File: config.mk
export PLATFORM = sky130hd
export DESIGN_NAME = mem_stage
export DESIGN_NICKNAME = d
export VERILOG_FILES = /design/src/rtl/mem_stage_pkg.sv /design/src/rtl/mem_stage_load_align.sv /design/src/rtl/mem_stage.sv
export SDC_FILE = /design/constraint.sdc
export NUM_CORES = 1
export LEC_CHECK = 0
export CORE_ASPECT_RATIO = 0.7
export CORE_UTILIZATION = 43
export CTS_BUF_LIST = sky130_fd_sc_hd__clkbuf_8
export DETAILED_ROUTE_END_ITERATION = 8
export HOLD_SLACK_MARGIN = 0.02
export PLACE_DENSITY = 0.8
export SYNTH_ARGS = -nofsm -noshare
export SYNTH_HDL_FRONTEND = slang
export SYNTH_SLANG_ARGS = --single-unit
File: constraint.sdc
create_clock -name clk -period 2.5 [get_ports clk]
set_input_delay 0.375 -clock clk [delete_from_list [all_inputs] [get_ports clk]]
set_output_delay 0.375 -clock clk [all_outputs]
set_load 0.01 [all_outputs]
File: src/rtl/mem_stage_pkg.sv
// Shared widths, load-type bit positions and the execute-to-memory bundle.
// Bundle field order matches the execute stage's packed bus.
package mem_stage_pkg;

  localparam int ES_TO_MS_BUS_WD = 109;
  localparam int MS_TO_WS_BUS_WD = 70;
  localparam int MS_FWD_BUS_WD   = 38;

  localparam int LD_W   = 7;
  localparam int LD_LW  = 6;
  localparam int LD_LB  = 5;
  localparam int LD_LBU = 4;
  localparam int LD_LH  = 3;
  localparam int LD_LHU = 2;
  localparam int LD_LWL = 1;
  localparam int LD_LWR = 0;

  typedef struct packed {
    logic [LD_W-1:0] ld_inst;
    logic [31:0]     rt_value;
    logic            gr_we;
    logic [4:0]      dest;
    logic [31:0]     res;
    logic [31:0]     pc;
  } es_to_ms_t;

endpackage

File: src/rtl/mem_stage_load_align.sv
// Load data alignment: byte/half extraction with extension and the
// unaligned-word merges, all combinational.
module load_align
  import mem_stage_pkg::*;
(
  input  logic [LD_W-1:0] ld_inst,
  input  logic [1:0]      pos,
  input  logic [31:0]     data,
  input  logic [31:0]     rt,
  output logic [31:0]     result
);

  logic [7:0]  byte_sel;
  logic [15:0] half_sel;
  logic [31:0] wl;
  logic [31:0] wr;

  always_comb begin
    byte_sel = data[7:0];
    wl       = data;
    wr       = data;
    unique case (pos)
      2'd0: begin
        byte_sel = data[7:0];
        wl       = {data[7:0], rt[23:0]};
        wr       = data;
      end
      2'd1: begin
        byte_sel = data[15:8];
        wl       = {data[15:0], rt[15:0]};
        wr       = {rt[31:24], data[31:8]};
      end
      2'd2: begin
        byte_sel = data[23:16];
        wl       = {data[23:0], rt[7:0]};
        wr       = {rt[31:16], data[31:16]};
      end
      2'd3: begin
        byte_sel = data[31:24];
        wl       = data;
        wr       = {rt[31:8], data[31:24]};
      end
    endcase
  end

  assign half_sel = pos[1] ? data[31:16] : data[15:0];

  always_comb begin
    result = '0;
    unique case (1'b1)
      ld_inst[LD_LW]:  result = data;
      ld_inst[LD_LB]:  result = {{24{byte_sel[7]}}, byte_sel};
      ld_inst[LD_LBU]: result = {24'd0, byte_sel};
      ld_inst[LD_LH]:  result = {{16{half_sel[15]}}, half_sel};
      ld_inst[LD_LHU]: result = {16'd0, half_sel};
      ld_inst[LD_LWL]: result = wl;
      ld_inst[LD_LWR]: result = wr;
      default:         result = '0;
    endcase
  end

endmodule

File: src/rtl/mem_stage.sv
// Memory-access stage: pipeline register, valid/allowin handshake,
// SRAM read-data hold buffer for stalls, and the forwarding bus.
module mem_stage
  import mem_stage_pkg::*;
(
  input  logic                       clk,
  input  logic                       reset,
  input  logic                       ws_allowin,
  output logic                       ms_allowin,
  input  logic                       es_to_ms_valid,
  input  logic [ES_TO_MS_BUS_WD-1:0] es_to_ms_bus,
  output logic                       ms_to_ws_valid,
  output logic [MS_TO_WS_BUS_WD-1:0] ms_to_ws_bus,
  input  logic [31:0]                data_sram_rdata,
  output logic [MS_FWD_BUS_WD-1:0]   ms_fwd_bus
);

  es_to_ms_t   ms_bus;
  logic        ms_valid;
  logic        ms_ready_go;
  logic        entry;
  logic [31:0] rdata_buf;
  logic        rdata_buf_valid;
  logic [31:0] rdata_sel;
  logic [31:0] ld_result;
  logic [31:0] final_result;

  assign ms_ready_go    = 1'b1;
  assign ms_allowin     = !ms_valid || (ms_ready_go && ws_allowin);
  assign ms_to_ws_valid = ms_valid && ms_ready_go;
  assign entry          = es_to_ms_valid && ms_allowin;

  always_ff @(posedge clk) begin
    if (reset) begin
      ms_valid <= 1'b0;
      ms_bus   <= '0;
    end else begin
      if (ms_allowin)
        ms_valid <= es_to_ms_valid;
      if (entry)
        ms_bus <= es_to_ms_t'(es_to_ms_bus);
    end
  end

  // SRAM data is only valid in the first resident cycle; hold it across a stall
  always_ff @(posedge clk) begin
    if (reset) begin
      rdata_buf       <= '0;
      rdata_buf_valid <= 1'b0;
    end else if (entry) begin
      rdata_buf_valid <= 1'b0;
    end else if (ms_valid && !rdata_buf_valid && !ms_allowin) begin
      rdata_buf       <= data_sram_rdata;
      rdata_buf_valid <= 1'b1;
    end
  end

  assign rdata_sel = rdata_buf_valid ? rdata_buf : data_sram_rdata;

  load_align u_align (
    .ld_inst (ms_bus.ld_inst),
    .pos     (ms_bus.res[1:0]),
    .data    (rdata_sel),
    .rt      (ms_bus.rt_value),
    .result  (ld_result)
  );

  assign final_result = (|ms_bus.ld_inst) ? ld_result : ms_bus.res;

  assign ms_to_ws_bus = {ms_bus.gr_we, ms_bus.dest, final_result, ms_bus.pc};
  assign ms_fwd_bus   = {ms_valid && ms_bus.gr_we, ms_bus.dest, final_result};

endmodule

== Word-level counts from Yosys, hierarchy flattened ==
Index checks and enable logic that the tools add are counted.

* Logic and storage cells: 32
* Output and inout port bits: 110
* Flip-flop bits (word level): 143

* Equal/unequal tests: 3
* Bitwise logic cells: 1
* Muxes and demuxes: 7
* Reduce and logical (&&, ||, !) cells: 12

{| class="wikitable"
|+ Operator list
! operator !! number
|-
| $pmux 32 s4 || 2
|-
| $pmux 32 s7 || 1
|-
| $mux 32 || 2
|-
| $pmux 8 s4 || 1
|-
| $mux 16 || 1
|-
| $reduce_or 7->1 || 1
|-
| $eq 2x2->1 const B || 2
|-
| $logic_and 1x1->1 || 4
|-
| $logic_not 1->1 || 3
|-
| $eq 2x1->1 const B || 1
|-
| $logic_not 2->1 || 1
|-
| $reduce_and 2->1 || 1
|-
| $reduce_or 2->1 || 1
|-
| $logic_or 1x1->1 || 1
|-
| $not 1->1 || 1
|}

== Depth between registers and ports, before layout ==
Gate-level depths: netlist (run 1).

* Depth in word-level cells: 5
* Gate-level depth with buffers: 8
* Gate-level depth less buffers: 4

== Hierarchy ==
Synthesis (run 1) repeated with hierarchy kept, for this count alone.

* Cells, all modules: 1,059
* Area total of the unflattened synthesis: 8,562.0 sq um

{| class="wikitable"
|+ By module, submodules not included
! module !! area an instance (sq um) !! cells each !! sequential area each (sq um) !! times used
|-
| mem_stage || 6,747.7 || 795 || 2,862.7 || 1
|-
| load_align || 1,814.2 || 264 || 0.0 || 1
|}

== Least setup slack after synthesis (run 1) ==
OpenSTA, ideal clock, no wires.

* Kind: reg-to-output
* From: reg rdata_buf_valid
* To: out ms_to_ws_bus[32]
* Path buffers: 4
* Stages on the path, launching flop included: 8
* Required time: 2.125 ns
* Arrival time: 2.113 ns
* Slack: 0.012 ns
* Cells stage by stage: dfxtp_1 > buf_4 > buf_2 > buf_1 > mux4_2 > a222oi_1 > o211ai_2 > buf_4

* Cells in the longest elaborated chain, start to end: 4
* Elaborated cells between the ends (all ways): 7

{| class="wikitable"
|+ Ends and longest elaborated chain
! what !! line !! text
|-
| start: declaration || mem_stage.sv:23 || <nowiki>logic rdata_buf_valid;</nowiki>
|-
| start signal: assignment || mem_stage.sv:49 || <nowiki>rdata_buf_valid <= 1'b0;</nowiki>
|-
| start signal: assignment || mem_stage.sv:51 || <nowiki>rdata_buf_valid <= 1'b0;</nowiki>
|-
| start signal: assignment || mem_stage.sv:54 || <nowiki>rdata_buf_valid <= 1'b1;</nowiki>
|-
| $mux 32 * || mem_stage.sv:58 || <nowiki>assign rdata_sel = rdata_buf_valid ? rdata_buf : data_sram_rdata;</nowiki>
|-
| $pmux 32 s4, or another cell as far along || mem_stage_load_align.sv:22 || <nowiki>unique case (pos)</nowiki>
|-
| $pmux 32 s7 * || mem_stage_load_align.sv:50 || <nowiki>unique case (1'b1)</nowiki>
|-
| $mux 32 * || mem_stage.sv:68 || <nowiki>assign final_result = (|ms_bus.ld_inst) ? ld_result : ms_bus.res;</nowiki>
|-
| end: declaration || mem_stage.sv:13 || <nowiki>output logic [MS_TO_WS_BUS_WD-1:0] ms_to_ws_bus,</nowiki>
|}

Every way passes the cells marked *; elsewhere a longest branch is shown, timed or not.

== Final worst setup path (run 1) ==
* From: reg rdata_buf_valid
* To: out ms_fwd_bus[8]

* Cells in the longest elaborated chain, start to end: 4
* Elaborated cells between the ends (all ways): 7

{| class="wikitable"
|+ Ends and longest elaborated chain
! what !! line !! text
|-
| $mux 32 * || mem_stage.sv:58 ||
|-
| $pmux 32 s4, or another cell as far along || mem_stage_load_align.sv:22 ||
|-
| $pmux 32 s7 * || mem_stage_load_align.sv:50 ||
|-
| $mux 32 * || mem_stage.sv:68 ||
|-
| end: declaration || mem_stage.sv:15 || <nowiki>output logic [MS_FWD_BUS_WD-1:0] ms_fwd_bus</nowiki>
|}

Marks and branches as above.

==> results.cfg, run 1 <==
[logic_synthesis]
synth_ff_type = dfxtp_1
yosysWarningCount = 0
synth_nets = 1137
syn-cell-area_sq_mm = 0.00779
yosysUniqueCellTypes = 55
ys_seq_area_share_pct = 36.8
synthArstFlopShare_pct = 0
ys_ff_latch = 143
avgSynthCellArea_sq_um = 7.85
syn_inst = 992
synth_edf_count = 0

[cts]
cts_buffers = 17
clock_latency_ns = 0.46
cts_htree_levels = 4
clkTransAtPathRegs_ns = 0.09
cts_root_buf = clkbuf_8
cts_tree = yes
hold_buffers = 0
clk_path_buf_depth = 2
clkSinkCount = 143

[die]
die_h_microns = 115
rows = 40
start_util_pct = 44.7
dieArea_sq_mm = 0.0187
core_area_sq_mm = 0.0174
dieWidth_microns = 163
io_pins = 255

[sta]
maxSlewViolCount = 0
skew_ns = 0.0174
hold_viol = 0
period_needed_ns = 2.94
period_share_pct = 118
worst_slew_pin_slew_ns = 0.552
setup_ws_ns = -0.442
setup_viol_count_final = 64
relSlewSlack_pct = 63.2
fmax_ghz = 0.340
fin_tns_setup_ns = -21.90
rsz0062_at_grt = yes

[drt]
drt-vias-per-instance = 5.55
drt_first_pass_iters = 8
first_iter_violations = 1031
num_vias = 8286
drtAntennaViolNets = 0
routed_wl_microns = 29000
remaining_drc_errors = 0
wire_per_inst_microns = 19.4

[worst_setup_path]
cpPeakStageDelay_ns = 0.45
path_buf_inv = 2
crit_family = compound AO/OA/AOI/OAI gates
critPathMaxFanout = 19
path_class = reg2out
cp_cell_sequence = buf_12, mux2_2, a222oi_1, o211ai_1, o22a_1, buf_2
cp_slowest_cell = a222oi_1
arrival_ns = 2.57
cp.required_ns = 2.12
critPathLaunchType = flop
setup.worst_path.end_class = output port

[finish]
antennaDiodeCount = 0
utilization_pct = 66.2
syn_to_final_growth_pct = 48.1
drive_gt1_share_pct = 26.7
fill_cells = 1451
nets = 1394
final_common_cell = nand2_1
final_cell_mix = 302 x nand2_1, 189 x clkdlybuf4s50_1, 144 x a21oi_1, 141 x dfxtp_1, 111 x buf_4

[pwr]
power.internal_mw = 4.40
ir_drop_v = 0.000438
combinationalPowerShare_pct = 33.2
power_frac_clock_pct = 29.3
power_frac_seq_pct = 37.5
pwr_density_cell_mw_per_mm2 = 576
leakagePower_nw = 4.61
sw_frac_of_total_pct = 33.7
power_mw = 6.64
switchingPower_mw = 2.24

[place]
hpwl_microns = 21100
gp_congestion = 0.990
post-place-ws_ns = -0.635
portBuffers = 254

[global_route]
grt_pass1_wl_microns = 43800
grt_pass1_vias = 7885
grt_use_total_pct = 31.0
grt_max_degree = 81
overflow = 0
antenna_found_initial = 0

[hold_path]
hold_class = in2reg

[status]
violations = negative setup slack
run_status = complete, but fails checks

[job]
drv_cap = 0
-- layer usage --
layer	global-route usage, %	share of wire (%)
met5	0	0
met4	7.73	1.8
met3	11.7	13
met2	44.7	42
met1	43.0	44
-- area by class of cell --
type                    count  area (sq um)  share of cell area [%]
flip-flops and latches    143          2870                    24.9
clock inverters            14           161                    1.40
clock buffers              18           248                    2.15
inverters                   5          18.8                   0.163
well taps                 231           289                    2.51
multi-input cells         688          4330                    37.6
repair buffers            394          3610                    31.3
-- cells by family after synthesis --
group | Yosys count | synth area share [%]
flops | 143 | 36.8
compound gates | 257 | 21.6
buf+inv | 162 | 12.2
simple gates | 369 | 19.1
mux | 61 | 10.3
-- flip-flops by register name (all words and copies together), names as in the netlist --
register and flops:
rdata_buf_valid 1, rdata_buf 32, ms_bus 71, ms_fwd_bus 5
ms_to_ws_bus 33, ms_to_ws_valid 1
-- path summary, 6_finish.rpt --
| kind | end | start | slack, ns | depth (start not counted) |
|---|---|---|---|---|
| hold reg to reg | ms_to_ws_bus[4]$_SDFFE_PP0P_ | ms_to_ws_bus[4]$_SDFFE_PP0P_ | 0.46 | 2 |
| setup reg to reg | rdata_buf[13]$_SDFFE_PP0P_ | rdata_buf_valid$_SDFFE_PP0P_ | 0.96 | 6 |
| hold / removal | rdata_buf[15]$_SDFFE_PP0P_ | reset | 0.37 | 2 |
| setup / recovery | ms_fwd_bus[8] | rdata_buf_valid$_SDFFE_PP0P_ | -0.44 | 6 |
-- synth_stat cells, types with 2 or more instances --
cell type,n,share of area [%]
a211oi_1,8,0.77
a21o_1,3,0.29
a21oi_1,144,9.3
a222oi_1,15,1.9
a22o_1,7,0.79
a2bb2oi_1,5,0.56
a31oi_1,13,1.0
a41oi_2,6,1.3
and2_1,3,0.24
and3_1,2,0.16
and3b_1,2,0.23
buf_1,4,0.19
buf_2,8,0.51
buf_4,77,7.4
buf_6,6,0.87
clkbuf_1,62,3.0
clkinv_1,2,0.096
dfxtp_1,143,37
inv_1,3,0.14
mux2_2,32,4.6
mux2i_1,16,2.1
mux4_2,12,3.5
nand2_1,306,15
nand2b_1,3,0.24
nand3_1,7,0.45
nor2_1,28,1.3
nor2b_1,6,0.48
o2111a_1,4,0.58
o211ai_1,8,0.77
o21ai_0,17,1.1
o221ai_1,2,0.23
o22a_1,7,0.79
o2bb2ai_1,2,0.23
o32a_1,2,0.26
or2_2,7,0.56
-- worst register-to-register path: stages, from the launching register on --
cell     delay, ns
dfxtp_4       0.40
buf_6         0.14
buf_4         0.14
or2_2         0.29
buf_4         0.25
nand2_1       0.13
a21oi_1       0.07
-- power groups by stage --
stage | Sequential (mW) | Clock [mW] | Combinational, mW
floorplan | 2.50 | 0 | 1.12
global placement | 2.53 | 0 | 2.06
detailed placement | 2.54 | 0 | 2.08
CTS | 2.49 | 1.97 | 2.08
global route | 2.50 | 2.08 | 2.33
finish | 2.49 | 1.94 | 2.21
-- metrics by stage --
| step | area (sq um) | std cells | hold WS, ns |
|---|---|---|---|
| 4_1_cts | 11300 | 1482 | 0.356 |
| 3_5_place_dp | 10600 | 1429 | 0.445 |
| 2_1_floorplan | 7790 | 992 | 0.432 |
| 5_1_grt | 11500 | 1493 | 0.374 |
| 3_3_place_gp | 10600 | 1429 | 0.436 |
| 6_report | 11500 | 1493 | 0.375 |
-- repair_timing --
| item | in CTS | in global routing |
|---|---|---|
| buffers inserted | 21 | 11 |
| setup endpoints to repair | 64 | 64 |
| pin swaps | 22 | 12 |
| gates cloned | 1 | 0 |
| resized for setup | 338 | 25 |
Power figures use the tool's default switching activity.
==> run 2, diff against run 1 <==
--- a/config.mk
+++ b/config.mk
@@ -5,6 +5,7 @@
 export SDC_FILE = /design/constraint.sdc
 export NUM_CORES = 1
 export LEC_CHECK = 0
+export CAP_MARGIN = 40
 export CORE_ASPECT_RATIO = 0.7
 export CORE_UTILIZATION = 43
 export CTS_BUF_LIST = sky130_fd_sc_hd__clkbuf_8
==> results of run 2 <==
The final DEF is identical to that of run 1; final timing and power are the same.
